--- config.mk ---
export PLATFORM = sky130hd
export DESIGN_NAME = exp_ts_capture
export DESIGN_NICKNAME = d
export VERILOG_FILES = /design/src/rtl/exp_ts_capture.sv
export SDC_FILE = /design/constraint.sdc
export NUM_CORES = 1
export LEC_CHECK = 0
export ABC_CLOCK_PERIOD_IN_PS = 8600
export CAP_MARGIN = 10
export CORE_ASPECT_RATIO = 0.5
export CORE_MARGIN = 4
export CORE_UTILIZATION = 47
export CTS_BUF_LIST = sky130_fd_sc_hd__clkbuf_8
export CTS_CLUSTER_SIZE = 12
export DETAILED_ROUTE_END_ITERATION = 16
export DONT_BUFFER_PORTS = 1
export GPL_ROUTABILITY_DRIVEN = 0
export REMOVE_ABC_BUFFERS = 1
export SLEW_MARGIN = 40
export SYNTH_ARGS = -nofsm -noshare
export SYNTH_HDL_FRONTEND = slang
export SYNTH_SLANG_ARGS = --single-unit
--- constraint.sdc ---
create_clock -name clk_i -period 8.6 [get_ports clk_i]
set_input_delay 1.29 -clock clk_i [delete_from_list [all_inputs] [get_ports clk_i]]
set_output_delay 1.29 -clock clk_i [all_outputs]
set_load 0.01 [all_outputs]
--- src/rtl/exp_ts_capture.sv ---
// Expansion-input edge timestamper: synchronizes the pins, detects masked edges and queues
// {timestamp, fall, rise} entries in a FIFO that software drains through the system bus.
module exp_ts_capture #(
    parameter int DWE     = 8,
    parameter int FIFO_AW = 4
) (
    input  logic        clk_i,
    input  logic        rstn_i,
    input  logic [63:0] timestamp_i,
    input  logic [DWE-1:0] exp_dat_i,
    input  logic [31:0] sys_addr,
    input  logic [31:0] sys_wdata,
    input  logic        sys_wen,
    input  logic        sys_ren,
    output logic [31:0] sys_rdata,
    output logic        sys_err,
    output logic        sys_ack,
    output logic        irq_o
);
    localparam int DEPTH = 2 ** FIFO_AW;
    localparam int EW    = 64 + 2 * DWE;

    logic [DWE-1:0]     sync_a, sync_b, prev;
    logic [DWE-1:0]     rise_mask, fall_mask;
    logic [DWE-1:0]     rise, fall, rise_q, fall_q;
    logic               ev_q;
    logic               en, irq_en, ovf;
    logic [EW-1:0]      mem [DEPTH];
    logic [FIFO_AW-1:0] wr_ptr, rd_ptr;
    logic [FIFO_AW:0]   count;
    logic               empty, full;
    logic [19:0]        off;
    logic               wr_ctrl, wr_status, clr, pop, do_push;
    logic [EW-1:0]      head;
    logic [31:0]        rd_val;
    logic               unused_bits;

    assign off       = sys_addr[19:0];
    assign empty     = (count == '0);
    assign full      = count[FIFO_AW];
    assign wr_ctrl   = sys_wen && (off == 20'h00008);
    assign wr_status = sys_wen && (off == 20'h0000C);
    assign clr       = wr_ctrl && sys_wdata[1];
    assign pop       = sys_ren && (off == 20'h00018) && !empty;
    assign do_push   = ev_q && (!full || pop) && !clr;
    assign sys_err   = 1'b0;
    assign unused_bits = ^{sys_addr[31:20], sys_wdata};

    assign rise = sync_b & ~prev & rise_mask;
    assign fall = ~sync_b & prev & fall_mask;

    // Edge flags are registered once more, so the capture cycle lands 3 clocks after the pin.
    always_ff @(posedge clk_i or negedge rstn_i) begin
        if (!rstn_i) begin
            sync_a <= '0;
            sync_b <= '0;
            prev   <= '0;
            rise_q <= '0;
            fall_q <= '0;
            ev_q   <= 1'b0;
        end else begin
            sync_a <= exp_dat_i;
            sync_b <= sync_a;
            prev   <= sync_b;
            rise_q <= rise;
            fall_q <= fall;
            ev_q   <= en && ((rise | fall) != '0);
        end
    end

    always_ff @(posedge clk_i or negedge rstn_i) begin
        if (!rstn_i) begin
            rise_mask <= '0;
            fall_mask <= '0;
            en        <= 1'b0;
            irq_en    <= 1'b0;
        end else begin
            if (sys_wen && off == 20'h00000) rise_mask <= sys_wdata[DWE-1:0];
            if (sys_wen && off == 20'h00004) fall_mask <= sys_wdata[DWE-1:0];
            if (wr_ctrl) begin
                en     <= sys_wdata[0];
                irq_en <= sys_wdata[2];
            end
        end
    end

    always_ff @(posedge clk_i) begin
        if (do_push) mem[wr_ptr] <= {timestamp_i, fall_q, rise_q};
    end

    always_ff @(posedge clk_i or negedge rstn_i) begin
        if (!rstn_i) begin
            wr_ptr <= '0;
            rd_ptr <= '0;
            count  <= '0;
        end else if (clr) begin
            wr_ptr <= '0;
            rd_ptr <= '0;
            count  <= '0;
        end else begin
            if (do_push) wr_ptr <= wr_ptr + 1'b1;
            if (pop)     rd_ptr <= rd_ptr + 1'b1;
            if (do_push && !pop)      count <= count + 1'b1;
            else if (!do_push && pop) count <= count - 1'b1;
        end
    end

    // A dropped event wins over a simultaneous write-1-to-clear so it is never lost silently.
    always_ff @(posedge clk_i or negedge rstn_i) begin
        if (!rstn_i)                                ovf <= 1'b0;
        else if (ev_q && full && !pop && !clr)      ovf <= 1'b1;
        else if (wr_status && sys_wdata[18])        ovf <= 1'b0;
    end

    assign head = empty ? '0 : mem[rd_ptr];

    always_comb begin
        rd_val = '0;
        case (off)
            20'h00000: rd_val[DWE-1:0] = rise_mask;
            20'h00004: rd_val[DWE-1:0] = fall_mask;
            20'h00008: begin
                rd_val[0] = en;
                rd_val[2] = irq_en;
            end
            20'h0000C: begin
                rd_val[FIFO_AW:0] = count;
                rd_val[16]        = empty;
                rd_val[17]        = full;
                rd_val[18]        = ovf;
            end
            20'h00010: rd_val = head[2*DWE+31:2*DWE];
            20'h00014: rd_val = head[EW-1:2*DWE+32];
            20'h00018: rd_val[2*DWE-1:0] = head[2*DWE-1:0];
            default:   rd_val = '0;
        endcase
    end

    always_ff @(posedge clk_i or negedge rstn_i) begin
        if (!rstn_i) begin
            sys_ack   <= 1'b0;
            sys_rdata <= '0;
            irq_o     <= 1'b0;
        end else begin
            sys_ack   <= sys_wen | sys_ren;
            sys_rdata <= sys_ren ? rd_val : 32'h0;
            irq_o     <= irq_en && !empty;
        end
    end
endmodule

==> flow_metrics.tcl <==
set metrics [dict create \
    status "completed" \
    whs_ns 0.121 \
    max_freq_mhz 240 \
    wl_um 120000 \
    dieHeight_um 245 \
    worst_slew_margin_rel_pct 38.9 \
    combPwrFrac_pct 0.1 \
    avgSynthCellArea_um2 23.1 \
    p_total_w 0.0121 \
    hold_violations 0 \
    period_minus_slack_ns 4.17 \
    setup_viol 0 \
    portBuffers 0 \
    hp-class "input port to asynchronous set/reset pin" \
    r2r_cells 7 \
    drv_cap 0 \
    cp_num_buf_inv 1 \
    synth-edff-count 1280 \
    grt_pass1_vias 25258 \
    ys_warn_count 0 \
    htreeDepth 4 \
    vias 24018 \
    power.density_mw_per_mm2 208 \
    finalNetCount 2568 \
    async_reset_ff_share_pct 7.71 \
    ctsHoldBuffers 0 \
    synth_ff_type "edfxtp_1" \
    clockRootBuffer "clkbuf_8" \
    cp_num_cells 7 \
    synth-adder-area-share_pct 0.251 \
    clkTransAtPathRegs_ns 0.06 \
    peakVddDrop_v 0.000158 \
    muxShareOfSynthArea_pct 16.7 \
    worstMarginPinSlew_ns 0.916 \
    ys_seq_area_share_pct 77.8 \
    synth_area_mm2 0.0528 \
    critical_path.startpoint_type "input port" \
    cp_slowest_cell "nor2_4" \
    num_io_pins 175 \
    power.leakage_nw 18.2 \
    drv_slew 0 \
    cp_data_arrival_time_ns 4.65 \
    synth-xor-area-share_pct 0.133 \
    fin_area_mm2 0.0585 \
    tritoncts "done" \
    clockPowerShare_pct 39.3 \
    viasPerCell 5.89 \
    grt_max_degree 131 \
    antenna_found_initial 2 \
    synthSimpleGateAreaFrac_pct 1.91 \
    power.net_switching_w 0.00243 \
    crit_type "input port to flip-flop" \
    fillers 8529 \
    synth_compound_area_share_pct 1.83 \
    hpwlAfterDp_um 63400 \
    intPower_w 0.00972 \
    fin_util_pct 52.8 \
    drc 0 \
    post_dp_cell_area_mm2 0.0548 \
    drive_gt1_share_pct 28.8 \
    grt_setup_unrepaired "no" \
    dieArea_mm2 0.118 \
    synth_top_family_by_area "multiplexers" \
    die_w_um 482 \
    preCtsSetupSlack_ns 3.53 \
    postCtsSetupBuffers 0 \
    netSwitchingFraction_pct 20.0 \
    core_mm2 0.111 \
    cts-buffers-inserted 192 \
    clock_latency_ns 0.87 \
    crit_path_cell_trace "nor4_1 -> nand2_1 -> o31a_1 -> a21oi_1 -> nand3_1 -> nor2_4 -> buf_12" \
    critPathRequiredTime_ns 9.08 \
    end_kind "flip-flop" \
    cp_max_fo 64 \
    finClkSkew_ns 0.0277 \
    drt_iter0_markers 2303 \
    grt-ovfl-total 0 \
    seq_power_share_pct 60.6 \
    slowest_delay_ns 0.74 \
    rows 86 \
    netlist_instances 2290 \
    drtPass1Iterations 5 \
    grt_pass1_wl_um 176000 \
    clkSinkCount 1387 \
    fin_ws_ns 4.43 \
    cts_resized 0 \
    finalCritPeriodShare_pct 48.5 \
    wl_per_cell_um 29.3 \
    grt_usage_pct 20.7 \
    ant_nets 0 \
    ys_types 59 \
    crit_family "simple AND/OR/NAND/NOR gates" \
    ys_ff_latch 1387 \
    area_growth_pct 10.7 \
    cts_max_path_buffers 3 \
    initial_utilization_pct 47.7 \
]
## cells in the mapped netlist (4+ instances only)
| library cell | number | area (µm²) |
|---|---|---|
| mux4_2 | 361 | 8130 |
| clkbuf_1 | 32 | 120 |
| nand2_1 | 43 | 161 |
| nor2b_1 | 7 | 43.8 |
| buf_6 | 6 | 67.6 |
| and3b_1 | 9 | 78.8 |
| buf_4 | 19 | 143 |
| a21o_1 | 4 | 30.0 |
| nor4_1 | 5 | 31.3 |
| and2_1 | 11 | 68.8 |
| nor4_2 | 5 | 62.6 |
| ha_1 | 9 | 113 |
| a22oi_1 | 61 | 458 |
| dfrtp_1 | 107 | 2680 |
| nor3_1 | 9 | 45.0 |
| a21boi_0 | 6 | 45.0 |
| nor2_1 | 47 | 176 |
| o22ai_1 | 6 | 37.5 |
| mux2i_1 | 17 | 170 |
| mux2_2 | 47 | 529 |
| edfxtp_1 | 1280 | 38400 |
| nand3_1 | 8 | 40.0 |
| o221ai_1 | 8 | 70.1 |
| inv_1 | 25 | 93.8 |
| xnor2_1 | 5 | 43.8 |
| or2_2 | 5 | 31.3 |
| a21oi_1 | 16 | 80.1 |
| buf_2 | 42 | 210 |
| o21ai_0 | 14 | 70.1 |
| buf_1 | 19 | 71.3 |
| nand2b_1 | 12 | 75.1 |
## area by class of cell
class / count / area (µm²) / share of cell area [%]
tap: 1496 / 1870 / 3.20
inverter: 25 / 93.8 / 0.160
clock inverter: 139 / 636 / 1.09
sequential: 1387 / 41100 / 70.3
timing repair buffer: 52 / 644 / 1.10
multi-input combinational: 760 / 11100 / 19.0
clock buffer: 217 / 2990 / 5.11
antenna: 2 / 5.00 / 0.00855
## sequential cells by signal (all words and copies together) (netlist names)
signal / flops
count: 5
en: 1
ev_q: 1
fall_mask: 8
fall_q: 8
irq_en: 1
irq_o: 1
mem: 1280
ovf: 1
prev: 8
rd_ptr: 4
rise_mask: 8
rise_q: 8
sync_a: 8
sync_b: 8
sys_ack: 1
sys_rdata: 32
wr_ptr: 4
## cell usage in the layout (no fill, tap or decap), drive strengths merged, types with 6 or more instances in the layout
cell type,n
dfrtp,107
o22ai,6
clkinvlp,8
nand2b,12
nor3,11
edfxtp,1280
clkinv,31
nor2b,7
mux2,47
nor4,13
buf,52
and3b,9
nor2,47
a21boi,6
nand2,43
o21ai,15
clkbuf,217
o221ai,8
mux2i,18
a21oi,16
a22oi,61
mux4,361
inv,123
nand3,9
and2,11
ha,9
## cell families (layout without fill, tap and decap cells)
| kind of cell | Yosys count | in the layout |
|---|---|---|
| AND/OR/NAND/NOR | 180 | 180 |
| adder cells (fa/ha/maj) | 10 | 10 |
| XOR/XNOR | 8 | 8 |
| AO/OA/AOI/OAI | 135 | 135 |
| buffers and inverters | 143 | 433 |
| multiplexers | 426 | 426 |
| flip-flops | 1387 | 1387 |
| other | 1 | 3 |
## power by group through the flow
stage	Clock (W)	Sequential, W	Combinational [W]
2_1_floorplan	0	0.00749	0.00000881
3_3_place_gp	0	0.00750	0.0000148
3_5_place_dp	0	0.00750	0.0000150
4_1_cts	0.00490	0.00735	0.0000150
5_1_grt	0.00523	0.00735	0.0000160
6_report	0.00478	0.00735	0.0000150
## through the flow
stage / std cells / setup TNS [ns]
2_1_floorplan: 2172 / -177.14
3_3_place_gp: 3711 / 0
3_5_place_dp: 3718 / 0
4_1_cts: 4074 / 0
5_1_grt: 4077 / 0
6_report: 4078 / 0
## layer usage
layer	up-vias	wire, µm	track usage (%)
met5	-	0	0
met4	0	2170	5.96
met3	160	7300	3.87
met2	765	57000	32.1
met1	13136	53200	30.4
li1	9957	-	-
## worst paths after layout
check                             from            end  slack [ns]
setup reg to reg                  ev_q    mem[15][75]        4.90
hold reg to reg              sync_a[4]      sync_b[4]        0.35
min in group clk_i           sync_a[4]      sync_b[4]        0.35
hold / removal                  rstn_i  sys_rdata[30]        0.12
setup / recovery           sys_addr[6]    mem[15][75]        4.43
max in group asynchronous       rstn_i   sys_rdata[1]        8.26
No activity file was read; power rests on OpenSTA's default activity.
